### config.mk
export PLATFORM = sky130hd
export DESIGN_NAME = firc_accum
export DESIGN_NICKNAME = d
export VERILOG_FILES = /design/src/rtl/firc_accum.sv
export SDC_FILE = /design/constraint.sdc
export NUM_CORES = 2
export LEC_CHECK = 0
export CAP_MARGIN = 10
export CORE_MARGIN = 3
export CORE_UTILIZATION = 44
export CTS_CLUSTER_SIZE = 24
export DETAILED_ROUTE_END_ITERATION = 8
export GPL_TIMING_DRIVEN = 0
export PLACE_DENSITY = 0.75
export SYNTH_ARGS = -nofsm -noshare
export SYNTH_HDL_FRONTEND = slang
export SYNTH_SLANG_ARGS = --single-unit
### constraint.sdc
create_clock -name Clk -period 10 [get_ports Clk]
set_input_delay 3 -clock Clk [delete_from_list [all_inputs] [get_ports Clk]]
set_output_delay 3 -clock Clk [all_outputs]
set_load 0.02 [all_outputs]
### src/rtl/firc_accum.sv
// firc_accum -- output accumulation stage of the 29-tap complex FIR.
//
// Sums the NPROD complex products delivered each cycle. Then accumulates
// those sums over the first/middle/last tap-group phases of a sample. The
// total is rounded (half toward +inf), shifted right by SHIFT and presented
// on FI/FQ with a one-cycle PushOut pulse.
//
// Configuration macro: FIRC_ACC_SAT_EN
//   defined   : an out-of-range result is clamped to the OW-bit signed limits
//   undefined : the output is the low OW bits of the result (wrap)
//   Ovf is raised for an out-of-range result in both builds.
//
// Ports:
//   Clk        in   clock, rising-edge
//   Reset      in   synchronous active-high reset
//   ProdValid  in   product buses valid this cycle
//   ProdFirst  in   first phase of a sample
//   ProdLast   in   last phase of a sample (may coincide with ProdFirst)
//   ProdI      in   NPROD*PW packed signed real parts, product k at [PW*k +: PW]
//   ProdQ      in   NPROD*PW packed signed imaginary parts
//   PushOut    out  one-cycle pulse: FI/FQ carry a new result
//   FI, FQ     out  OW-bit filtered result, held between pulses
//   Ovf        out  sticky: a result exceeded the OW-bit signed range
//   SeqErr     out  sticky: illegal First/Last sequencing seen
//
// Pipeline: S1 (product sum) -> accumulator -> output register, 3 cycles.
//
// state | meaning
// ------+--------------------------------------------------------
// IDLE  | no sample open; next valid phase must carry First
// ACC   | sample open; middle/last phases add into the accumulator

module firc_accum #(
    parameter int NPROD = 5,
    parameter int PW    = 54,
    parameter int AW    = 60,
    parameter int SHIFT = 24,
    parameter int OW    = 32
) (
    input  logic                Clk,
    input  logic                Reset,
    input  logic                ProdValid,
    input  logic                ProdFirst,
    input  logic                ProdLast,
    input  logic [NPROD*PW-1:0] ProdI,
    input  logic [NPROD*PW-1:0] ProdQ,
    output logic                PushOut,
    output logic [OW-1:0]       FI,
    output logic [OW-1:0]       FQ,
    output logic                Ovf,
    output logic                SeqErr
);

    localparam int SW = PW + 3;             // sum of up to 8 products
    localparam int RW = AW + 1 - SHIFT;     // width of the shifted result
    localparam logic [AW:0] RND = (AW + 1)'(1) << (SHIFT - 1);

    typedef enum logic {IDLE, ACC} state_t;

    // ---------------- stage 1: product sum ----------------
    logic [SW-1:0] sum_i_d, sum_q_d;
    logic [SW-1:0] s1_i_q, s1_q_q;
    logic          s1_v_q, s1_f_q, s1_l_q;

    always_comb begin
        sum_i_d = '0;
        sum_q_d = '0;
        for (int k = 0; k < NPROD; k++) begin
            sum_i_d = sum_i_d + {{(SW-PW){ProdI[PW*k+PW-1]}}, ProdI[PW*k +: PW]};
            sum_q_d = sum_q_d + {{(SW-PW){ProdQ[PW*k+PW-1]}}, ProdQ[PW*k +: PW]};
        end
    end

    always_ff @(posedge Clk) begin
        if (Reset) begin
            s1_i_q <= '0;
            s1_q_q <= '0;
            s1_v_q <= 1'b0;
            s1_f_q <= 1'b0;
            s1_l_q <= 1'b0;
        end else begin
            s1_i_q <= sum_i_d;
            s1_q_q <= sum_q_d;
            s1_v_q <= ProdValid;
            s1_f_q <= ProdFirst;
            s1_l_q <= ProdLast;
        end
    end

    // ---------------- stage 2: accumulator FSM ----------------
    state_t        state_q, state_d;
    logic [AW-1:0] acc_i_q, acc_i_d, acc_q_q, acc_q_d;
    logic          emit_q, emit_d;
    logic          seq_err_q, seq_err_d;
    logic [AW-1:0] s1_i_ext, s1_q_ext;

    assign s1_i_ext = {{(AW-SW){s1_i_q[SW-1]}}, s1_i_q};
    assign s1_q_ext = {{(AW-SW){s1_q_q[SW-1]}}, s1_q_q};

    always_comb begin
        state_d   = state_q;
        acc_i_d   = acc_i_q;
        acc_q_d   = acc_q_q;
        emit_d    = 1'b0;
        seq_err_d = seq_err_q;
        if (s1_v_q) begin
            case (state_q)
                IDLE: begin
                    if (s1_f_q) begin
                        acc_i_d = s1_i_ext;
                        acc_q_d = s1_q_ext;
                        if (s1_l_q) emit_d  = 1'b1;
                        else        state_d = ACC;
                    end else begin
                        // orphan continuation phase: flag and drop it
                        seq_err_d = 1'b1;
                    end
                end
                ACC: begin
                    if (s1_f_q) begin
                        // new sample before the old one closed: restart
                        seq_err_d = 1'b1;
                        acc_i_d   = s1_i_ext;
                        acc_q_d   = s1_q_ext;
                    end else begin
                        acc_i_d = acc_i_q + s1_i_ext;
                        acc_q_d = acc_q_q + s1_q_ext;
                    end
                    if (s1_l_q) begin
                        emit_d  = 1'b1;
                        state_d = IDLE;
                    end
                end
                default: state_d = IDLE;
            endcase
        end
    end

    always_ff @(posedge Clk) begin
        if (Reset) begin
            state_q   <= IDLE;
            acc_i_q   <= '0;
            acc_q_q   <= '0;
            emit_q    <= 1'b0;
            seq_err_q <= 1'b0;
        end else begin
            state_q   <= state_d;
            acc_i_q   <= acc_i_d;
            acc_q_q   <= acc_q_d;
            emit_q    <= emit_d;
            seq_err_q <= seq_err_d;
        end
    end

    // ---------------- stage 3: round, scale, range ----------------
    // One extra bit keeps the rounding add from wrapping at the top of range.
    logic [AW:0]   rnd_i, rnd_q;
    logic [RW-1:0] r_i, r_q;
    logic          ovf_i, ovf_q;
    logic [OW-1:0] out_i, out_q;

    assign rnd_i = {acc_i_q[AW-1], acc_i_q} + RND;
    assign rnd_q = {acc_q_q[AW-1], acc_q_q} + RND;
    assign r_i   = rnd_i[AW:SHIFT];
    assign r_q   = rnd_q[AW:SHIFT];

    // in range only if all bits from the OW-bit sign upward agree
    assign ovf_i = |r_i[RW-1:OW-1] && !(&r_i[RW-1:OW-1]);
    assign ovf_q = |r_q[RW-1:OW-1] && !(&r_q[RW-1:OW-1]);

`ifdef FIRC_ACC_SAT_EN
    assign out_i = !ovf_i ? r_i[OW-1:0] :
                   r_i[RW-1] ? {1'b1, {(OW-1){1'b0}}} : {1'b0, {(OW-1){1'b1}}};
    assign out_q = !ovf_q ? r_q[OW-1:0] :
                   r_q[RW-1] ? {1'b1, {(OW-1){1'b0}}} : {1'b0, {(OW-1){1'b1}}};
`else
    assign out_i = r_i[OW-1:0];
    assign out_q = r_q[OW-1:0];
`endif

    logic [OW-1:0] fi_q, fq_q;
    logic          push_q, ovf_sticky_q;

    always_ff @(posedge Clk) begin
        if (Reset) begin
            fi_q         <= '0;
            fq_q         <= '0;
            push_q       <= 1'b0;
            ovf_sticky_q <= 1'b0;
        end else begin
            push_q <= emit_q;
            if (emit_q) begin
                fi_q         <= out_i;
                fq_q         <= out_q;
                ovf_sticky_q <= ovf_sticky_q | ovf_i | ovf_q;
            end
        end
    end

    assign PushOut = push_q;
    assign FI      = fi_q;
    assign FQ      = fq_q;
    assign Ovf     = ovf_sticky_q;
    assign SeqErr  = seq_err_q;

endmodule
==> flow_summary.ini <==
[sta]
fin_crit_ns = 8.683
rsz0062_at_grt = false
hold_viol = 0
fin_crit_sh_pct = 86.83
timing_max_transition_violations_final = 0
setup_viol = 0
max_freq_mhz = 115.2
tightest_slew_ns = 1.175
fin_setup_tns_ns = 0
slew_headroom_pct = 20.66
fin_skew_ns = 0.02286

[clock_network]
numCtsBuffers = 36
clock-sinks = 306
ctsResizeCount = 0
cts_tree = done
cts_hold_buf = 0
cts_setup_buffers = 0
cts_buffer_depth = 3
clk_latency_ns = 0.56
clk_pin_slew_ns = 0.06
h-tree-depth = 2
root_buffer = clkbuf_16

[floorplanning]
start_util_pct = 44.70
core_sq_um = 77980
die_y_um = 287.5
io_pins = 612
num_rows = 102
die_area_sq_um = 82630
die_w_um = 287.5

[synthesis]
yosys_warnings = 0
synth_edf_count = 0
synthCells = 4516
synth-compound-area-share_pct = 20.88
ys_async_sr_fraction_pct = 0
yosysTopAreaCell = fa_1
synthFlopType = dfxtp_1
syn_avg_cell_area_sq_um = 7.718
yosysUniqueCellTypes = 94
ys_seq_area_share_pct = 17.57
yosys.cell_count.top_type = inv_1
synth_top_area_share_pct = 18.95
muxShareOfSynthArea_pct = 0.2405
synth_top_family_by_area = adder cells
synth_fa_ha_area_share_pct = 27.39
synth_common_cells = inv_1, nor2_1, fa_1
syn_nets = 5626
synth_seq_cells = 306
netlist_top_cells_area = fa_1, dfxtp_1, inv_1
yosys.area_share.simple_pct = 13.96
syn-cell-area_sq_um = 34860
yosys.area_share.xor_xnor_pct = 6.257

[final_layout]
utilization_pct = 55.80
ff_latch_area_sq_um = 6126
drive_gt1_share_pct = 2.139
final_nets = 6276
multi_input_area_sq_um = 23960
areaGrowthSynthToFinish_pct = 24.84
antenna_cells = 0
nFillCells = 7374

[status]
status = completed

[global_route]
track_usage_pct = 25.67
antenna_found_initial = 0
grt_first_pass_wirelength_mm = 169.9
grt_max_degree = 14
grt_pass1_vias = 32290
grt_remaining_overflow = 0

[setup_path]
startpoint_type = input port
r2r-end = acc_q_q[59]
path_cells = clkdlybuf4s50_1 > inv_1 > fa_1 > inv_1 > fa_1 > inv_1 > fa_1 > inv_1 > ha_1 > clkbuf_2 > and4_1 > and3_1 > o311ai_0 > a21oi_1 > o211ai_1 > o21ai_1 > o221ai_1 > o31ai_1 > a211oi_1 > xor2_1 > nor2_1
cp_slowest_stage_delay_ns = 0.78
critPathCaptureType = register
cp_num_buf_inv = 6
criticalPathCategory = in -> reg
cp_max_fo = 7
worst_r2r_path_depth = 12
critPathArrivalTime_ns = 9.10
cp_slowest_cell = o31ai_1
cp.required_ns = 10.42
crit_top_cell = inv_1
crit_family = compound AO/OA/AOI/OAI gates
rr_startpoint = s1_q_q[1]
ff2ff_setup_slack_ns = 5.80

[place]
gp_congestion = 0.9564
port_buffers = 611
hpwl_mm = 90.63

[detailed_routing]
routed-via-count = 32740
dr.pass1.iters = 6
post_drt_wl_per_cell_um = 17.56
drc_errors = 0
viasPerCell = 5.256
wl_mm = 109.4
drt_iter0_markers = 2078
detail-route-antenna-nets = 0

[worst_hold_path]
min_from = acc_q_q[1]
whs_path_depth = 2
min_to = acc_q_q[1]
hold_path_class = reg -> reg

[flow_run]
cap_violations = 0

[power_and_ir_drop]
cellLeakagePower_nw = 21.09
powerDensity_nw_per_um2 = 191.1
peakVddDrop_uv = 92.74
[registers in the layout (all words and copies together) (netlist names), 32 cells and up]
register / count
s1_q_q: 57
FI: 32
s1_i_q: 57
acc_i_q: 60
FQ: 32
acc_q_q: 60
[final cells by class]
type	instances	area share, %
tap	1040	2.990
timing repair buffer	612	14.06
buffer	196	1.950
clock buffer	52	2.464
clock inverter	10	0.3767
sequential	306	14.08
inverter	1046	9.023
multi-input combinational	2968	55.05
[cells by family (layout without fill, tap and decap cells)]
| logic type | after synthesis | in the layout |
|---|---|---|
| flops | 306 | 306 |
| simple gates | 1045 | 1045 |
| fa+ha+maj | 565 | 565 |
| buf+inv | 1242 | 1916 |
| xor+xnor | 249 | 249 |
| compound gates | 1101 | 1101 |
| mux | 8 | 8 |
[stage by stage]
stage	instance area (sq um)	power, W	hold WS [ns]	cells	setup slack, ns
5_1_grt	43510	0.009078	0.5028	6230	1.146
6_report	43510	0.008317	0.4763	6230	1.317
2_1_floorplan	34860	0.005496	0.4181	4516	2.551
4_1_cts	43510	0.008320	0.4733	6230	1.461
3_3_place_gp	42270	0.006832	0.4374	6167	0.8981
3_5_place_dp	42280	0.006881	0.4371	6168	0.9255
[worst max path at each step]
stage              start    endpoint  slack (ns)  cells after the start
3_3_place_gp   ProdQ[10]  s1_q_q[53]        0.90                     21
5_1_grt        ProdQ[10]  s1_q_q[49]        1.15                     21
3_5_place_dp   ProdQ[10]  s1_q_q[53]        0.93                     21
2_1_floorplan   ProdI[2]  s1_i_q[40]        2.55                     19
6_report       ProdQ[10]  s1_q_q[53]        1.32                     21
4_1_cts        ProdQ[10]  s1_q_q[53]        1.46                     21
[power by group]
group | internal (W) | switching [W] | leakage [nW] | total, W
Clock | 0.000848 | 0.000549 | 0.606 | 0.00140
Sequential | 0.00145 | 0.000204 | 2.51 | 0.00166
Combinational | 0.00221 | 0.00305 | 18.0 | 0.00526
[cell usage in the layout, fill, tap and decap left out, drive strengths merged, types with 90 or more instances in the layout]
cell type / Yosys / final
clkdlybuf4s50: 3 / 614
dfxtp: 306 / 306
nor2: 361 / 361
inv: 1046 / 1049
nand2: 287 / 287
a21o: 193 / 193
ha: 235 / 235
o21ai: 189 / 189
fa: 330 / 330
xor2: 120 / 120
xnor2: 129 / 129
clkbuf: 173 / 225
a211oi: 90 / 90
a21oi: 296 / 296
[layer usage]
| layer | up-vias | wire length [um] | track usage [%] |
|---|---|---|---|
| li1 | 16000 | - | - |
| met1 | 15510 | 44330 | 31.61 |
| met2 | 1044 | 53930 | 45.80 |
| met3 | 196 | 7542 | 4.141 |
| met4 | 0 | 3576 | 7.892 |
| met5 | - | 0 | 0 |
[worst min-delay path, cell delays in order (launching register included)]
cell,delay (ns)
dfxtp_1,0.32
nand2_1,0.06
a21oi_1,0.05
(Power assumes the default switching activity.)
